File: src/rtl/pipe_pkg.sv
// Shared encodings for the write-back stage: RF and HI/LO source selects
// and control levels.
package pipe_pkg;

  localparam logic [2:0] RF_SEL_ALU  = 3'd0;
  localparam logic [2:0] RF_SEL_DMEM = 3'd1;
  localparam logic [2:0] RF_SEL_PC4  = 3'd2;
  localparam logic [2:0] RF_SEL_CLZ  = 3'd3;
  localparam logic [2:0] RF_SEL_CP0  = 3'd4;
  localparam logic [2:0] RF_SEL_HI   = 3'd5;
  localparam logic [2:0] RF_SEL_LO   = 3'd6;
  localparam logic [2:0] RF_SEL_MUL  = 3'd7;

  localparam logic [1:0] HL_SEL_RS   = 2'd0;
  localparam logic [1:0] HL_SEL_MUL  = 2'd1;
  localparam logic [1:0] HL_SEL_DIV  = 2'd2;
  localparam logic [1:0] HL_SEL_HOLD = 2'd3;

  localparam logic RST_ENABLED   = 1'b1;
  localparam logic WRITE_ENABLED = 1'b1;

endpackage

File: src/rtl/pipe_hilo_reg.sv
// HI/LO special registers with next-value muxes and write-through reads.
module pipe_hilo_reg
  import pipe_pkg::*;
#(
  parameter int DATA_W = 32
) (
  input  logic              clk,
  input  logic              rst,
  input  logic              hi_we,
  input  logic              lo_we,
  input  logic [1:0]        hi_sel,
  input  logic [1:0]        lo_sel,
  input  logic [DATA_W-1:0] mul_hi,
  input  logic [DATA_W-1:0] mul_lo,
  input  logic [DATA_W-1:0] div_r,
  input  logic [DATA_W-1:0] div_q,
  input  logic [DATA_W-1:0] rs_data,
  output logic [DATA_W-1:0] hi_q,
  output logic [DATA_W-1:0] lo_q,
  output logic [DATA_W-1:0] hi_rdata,
  output logic [DATA_W-1:0] lo_rdata
);

  logic [DATA_W-1:0] hi_next;
  logic [DATA_W-1:0] lo_next;
  logic              hi_wr;
  logic              lo_wr;

  assign hi_wr = (hi_we == WRITE_ENABLED) && (hi_sel != HL_SEL_HOLD);
  assign lo_wr = (lo_we == WRITE_ENABLED) && (lo_sel != HL_SEL_HOLD);

  always_comb begin
    hi_next = hi_q;
    unique case (hi_sel)
      HL_SEL_RS:   hi_next = rs_data;
      HL_SEL_MUL:  hi_next = mul_hi;
      HL_SEL_DIV:  hi_next = div_r;
      HL_SEL_HOLD: hi_next = hi_q;
      default:     hi_next = hi_q;
    endcase
  end

  always_comb begin
    lo_next = lo_q;
    unique case (lo_sel)
      HL_SEL_RS:   lo_next = rs_data;
      HL_SEL_MUL:  lo_next = mul_lo;
      HL_SEL_DIV:  lo_next = div_q;
      HL_SEL_HOLD: lo_next = lo_q;
      default:     lo_next = lo_q;
    endcase
  end

  always_ff @(posedge clk) begin
    if (rst == RST_ENABLED) begin
      hi_q <= '0;
      lo_q <= '0;
    end else begin
      if (hi_wr) hi_q <= hi_next;
      if (lo_wr) lo_q <= lo_next;
    end
  end

  // Readers in ID see a pending write this cycle, never the stale value.
  assign hi_rdata = (rst == RST_ENABLED) ? '0 :
                    hi_wr ? hi_next : hi_q;
  assign lo_rdata = (rst == RST_ENABLED) ? '0 :
                    lo_wr ? lo_next : lo_q;

endmodule

File: src/rtl/pipe_wb_stage.sv
// Write-back stage: RF write mux/gating, HI/LO ownership, forwarding tap.
// Optional WB_RETIRE_CNT_EN adds a 64-bit retired-instruction counter.
module pipe_wb_stage
  import pipe_pkg::*;
#(
  parameter int DATA_W = 32,
  parameter int REG_AW = 5
) (
  input  logic              clk,
  input  logic              rst,
  input  logic              wb_valid,
  input  logic [DATA_W-1:0] wb_mul_hi,
  input  logic [DATA_W-1:0] wb_mul_lo,
  input  logic [DATA_W-1:0] wb_div_r,
  input  logic [DATA_W-1:0] wb_div_q,
  input  logic [DATA_W-1:0] wb_clz_out,
  input  logic [DATA_W-1:0] wb_alu_out,
  input  logic [DATA_W-1:0] wb_dmem_out,
  input  logic [DATA_W-1:0] wb_pc4,
  input  logic [DATA_W-1:0] wb_rs_data_out,
  input  logic [DATA_W-1:0] wb_cp0_out,
  input  logic [REG_AW-1:0] wb_rf_waddr,
  input  logic              wb_rf_wena,
  input  logic              wb_hi_wena,
  input  logic              wb_lo_wena,
  input  logic [1:0]        wb_hi_mux_sel,
  input  logic [1:0]        wb_lo_mux_sel,
  input  logic [2:0]        wb_rf_mux_sel,
  output logic              rf_wena,
  output logic [REG_AW-1:0] rf_waddr,
  output logic [DATA_W-1:0] rf_wdata,
  output logic [DATA_W-1:0] hi_rdata,
  output logic [DATA_W-1:0] lo_rdata,
`ifdef WB_RETIRE_CNT_EN
  output logic [63:0]       retire_cnt,
`endif
  output logic              fwd_valid,
  output logic [REG_AW-1:0] fwd_waddr
);

  logic [DATA_W-1:0] hi_q;
  logic [DATA_W-1:0] lo_q;
  logic [DATA_W-1:0] rf_mux;

  pipe_hilo_reg #(
    .DATA_W(DATA_W)
  ) u_hilo (
    .clk      (clk),
    .rst      (rst),
    .hi_we    (wb_valid & wb_hi_wena),
    .lo_we    (wb_valid & wb_lo_wena),
    .hi_sel   (wb_hi_mux_sel),
    .lo_sel   (wb_lo_mux_sel),
    .mul_hi   (wb_mul_hi),
    .mul_lo   (wb_mul_lo),
    .div_r    (wb_div_r),
    .div_q    (wb_div_q),
    .rs_data  (wb_rs_data_out),
    .hi_q     (hi_q),
    .lo_q     (lo_q),
    .hi_rdata (hi_rdata),
    .lo_rdata (lo_rdata)
  );

  // mfhi/mflo take the committed registers, not the write-through view.
  always_comb begin
    rf_mux = '0;
    unique case (wb_rf_mux_sel)
      RF_SEL_ALU:  rf_mux = wb_alu_out;
      RF_SEL_DMEM: rf_mux = wb_dmem_out;
      RF_SEL_PC4:  rf_mux = wb_pc4;
      RF_SEL_CLZ:  rf_mux = wb_clz_out;
      RF_SEL_CP0:  rf_mux = wb_cp0_out;
      RF_SEL_HI:   rf_mux = hi_q;
      RF_SEL_LO:   rf_mux = lo_q;
      RF_SEL_MUL:  rf_mux = wb_mul_lo;
      default:     rf_mux = '0;
    endcase
  end

  assign rf_wena   = wb_valid & wb_rf_wena
                   & (wb_rf_waddr != '0) & ~rst;
  assign rf_waddr  = wb_rf_waddr;
  assign rf_wdata  = rf_wena ? rf_mux : '0;
  assign fwd_valid = rf_wena;
  assign fwd_waddr = rf_waddr;

`ifdef WB_RETIRE_CNT_EN
  always_ff @(posedge clk) begin
    if (rst == RST_ENABLED) retire_cnt <= '0;
    else if (wb_valid)      retire_cnt <= retire_cnt + 64'd1;
  end
`endif

endmodule

File: config.mk
export PLATFORM = sky130hd
export DESIGN_NAME = pipe_wb_stage
export DESIGN_NICKNAME = d
export VERILOG_FILES = /design/src/rtl/pipe_pkg.sv /design/src/rtl/pipe_hilo_reg.sv /design/src/rtl/pipe_wb_stage.sv
export SDC_FILE = /design/constraint.sdc
export NUM_CORES = 1
export LEC_CHECK = 0
export ABC_AREA = 1
export CORE_AREA = 2 2 175 177
export DETAILED_ROUTE_END_ITERATION = 16
export DIE_AREA = 0 0 177 179
export HOLD_SLACK_MARGIN = 0.1
export PLACE_DENSITY = 0.57
export RECOVER_POWER = 100
export SLEW_MARGIN = 20
export SYNTH_ARGS = -nofsm -noshare
export SYNTH_HDL_FRONTEND = slang
export SYNTH_SLANG_ARGS = --single-unit
File: constraint.sdc
create_clock -name clk -period 2.7 [get_ports clk]
set_input_delay 0.54 -clock clk [delete_from_list [all_inputs] [get_ports clk]]
set_output_delay 0.54 -clock clk [all_outputs]
set_load 0.02 [all_outputs]
==> impl_metrics.py <==
metrics = {
    "sta": {
        "fin_tns_setup_ps": 0,
        "slew_violations": 0,
        "hold_viol": 0,
        "worst_pin_slew_ps": 487,
        "setup_viol_count_final": 0,
        "fin_ws_ps": 55.3,
        "post-route-period-util": 0.980,
        "min_period_ps": 2640,
        "slew_headroom": 0.674,
        "skew_ps": 0,
        "fmax_ghz": 0.378,
        "rsz0062_at_grt": "no",
    },
    "yosys": {
        "synth_area_per_cell_um2": 5.36,
        "yosysSeqAreaShare": 0.186,
        "yosys_register_bits": 64,
        "synth_area_mm2": 0.00687,
        "synth_cell_type_count": 21,
        "syn_inst": 1281,
        "syn_nets": 1619,
        "yosys_warnings": 0,
    },
    "critical_path": {
        "worstPathMaxFanout": 18,
        "setup.worst_path.end_class": "primary output",
        "critPathArrivalTime_ps": 2100,
        "worst_path_max_delay_cell": "clkdlybuf4s50_1",
        "crit_required_ps": 2160,
        "reg2reg_depth": 5,
        "cpMostUsedCell": "buf_12",
        "cpLargestDelayFamily": "buffers and inverters",
        "cp_cell_sequence": "clkdlybuf4s50_1, nand2_1, nor2_2, buf_12, buf_12, nand3_1, a21oi_1, dlygate4sd2_1",
        "timing.critical_path.buf_inv": 4,
        "startpoint": "wb_rf_wena",
        "reg2reg_slack_ps": 1650,
        "worst-setup-path-type": "input port to primary output",
        "cpPeakStageDelay_ps": 460,
        "path_depth": 8,
        "reg2reg_from": "u_hilo.hi_q[0]",
        "start_kind": "input port",
    },
    "cells_and_area": {
        "most-common-layout-cells": "nand2_1 (417), clkdlybuf4s50_1 (329), nor2_1 (162)",
        "syn_to_final_growth_pct": 85.2,
        "final_cells": 2149,
        "drive_gt1_frac": 0.126,
        "layout_commonest_cell": "nand2_1",
        "fillers": 3227,
        "fin_nets": 2083,
    },
    "global_routing": {
        "grt_pass1_wl_um": 65800,
        "track_usage": 0.282,
        "antenna_found_initial": 5,
        "grt_pass1_vias": 10228,
        "grt.overflow.total": 0,
        "grt_max_degree": 39,
    },
    "place": {
        "gp_congestion": 0.977,
        "dp_cells": 2125,
        "dp_hpwl_um": 38000,
        "dp_slack_ps": -467,
        "io_buffers": 445,
    },
    "pwr": {
        "power_density_mw_per_mm2": 310,
        "irDropWorstVdd_v": 0.000282,
        "cellLeakagePower_nw": 5.55,
    },
    "detailed_routing": {
        "wire_per_inst_um": 22.0,
        "drt_wl_total_um": 47300,
        "vias_per_cell": 5.05,
        "drt_first_pass_iters": 6,
        "vias": 10852,
        "drtIter0Drc": 986,
        "drtAntennaViolNets": 0,
        "drc": 0,
    },
    "clocking": {
        "hold_buffers": 0,
        "cts.clk_slew.worst_paths_ps": 60,
        "clkSinkCount": 64,
        "h-tree-depth": 3,
        "cts_tree": "done",
        "clock_latency_ps": 330,
        "clock-root-buffer": "clkbuf_16",
        "cts_max_path_buffers": 2,
        "cts_buffers": 9,
    },
    "job": {
        "drv_cap": 0,
    },
    "worst_hold_path": {
        "hp-class": "flip-flop to flip-flop",
        "hold_depth": 2,
        "hp-start": "u_hilo.lo_q[27]",
    },
    "floorplan": {
        "dieWidth_um": 177,
        "core_mm2": 0.0300,
        "io_pins": 446,
        "die_h_um": 179,
        "rows": 64,
        "initial_utilization": 0.229,
        "die-area_mm2": 0.0317,
    },
    "status": {
        "status": "complete, no violations",
    },
}
==> per-layer routing <==
layer  track usage  vias up  wire (um)
met3        0.0596       65       3840
li1              -     5272          -
met5             0        -         13
met1         0.380     4984      20400
met4        0.0730        2       1260
met2         0.456      529      21800
==> cells in the mapped netlist (all sizes together) <==
| library cell | instances | area [um^2] |
|---|---|---|
| nand2 | 417 | 1570 |
| nor2 | 176 | 671 |
| nand4 | 160 | 1000 |
| nand3 | 134 | 681 |
| buf | 83 | 477 |
| a21oi | 80 | 400 |
| o21ai | 70 | 350 |
| dfxtp | 64 | 1280 |
| clkbuf | 45 | 169 |
| or2 | 32 | 200 |
| inv | 19 | 71.3 |
| nor3 | 1 | 5.00 |
==> power breakdown <==
group	internal, mW	switching, mW
Clock	0.664	0.463
Combinational	0.866	0.879
Sequential	1.01	0.0673
Total	2.54	1.41
==> cell type report <==
class	count	area (um^2)	area share
Inverter	19	71.3	0.00560
Tap cell	396	495	0.0389
Multi-Input combinational cell	1070	4920	0.387
Timing Repair Buffer	581	5670	0.446
Sequential cell	64	1280	0.101
Clock buffer	12	256	0.0202
Clock inverter	3	17.5	0.00138
Antenna cell	4	10.0	0.000786
==> tightest hold or removal path, delay by kind of cell, from the launching register on <==
| kind | cells | cell delay, ps |
|---|---|---|
| compound gates | 1 | 160 |
| simple gates | 1 | 50 |
| flops | 1 | 320 |
==> state kept, by name (all words and copies together) (netlist names) <==
signal	flops
u_hilo.hi_q	32
u_hilo.lo_q	32
==> cells by family (layout without fill, tap and decap cells) <==
group                  count (synthesis)  count (layout)  synth area share
other                                  0               4                 0
AO/OA/AOI/OAI                        150             150             0.109
AND/OR/NAND/NOR                      920             920             0.600
buffers and inverters                147             615             0.104
flip-flops                            64              64             0.186
==> what timing repair did <==
action | in CTS | in global routing
cloned | 2 | 2
pin swaps | 3 | 2
endpoints found under the setup margin | 93 | 54
setup buffers | 0 | 1
resized for setup | 242 | 51
==> worst paths after layout <==
check               endpoint
max              rf_wdata[7]
min          u_hilo.lo_q[27]
max reg2reg   u_hilo.hi_q[0]
min reg2reg  u_hilo.lo_q[27]
==> through the flow <==
step	instance area [um^2]	hold WS (ps)	power [mW]	util
floorplan	6870	630	1.73	-
global placement	12600	566	2.85	0.419
detailed placement	12600	567	2.85	0.419
CTS	12800	580	3.97	0.428
global route	12700	599	4.14	0.424
finish	12700	584	3.95	0.424
Power figures use the tool's default switching activity.
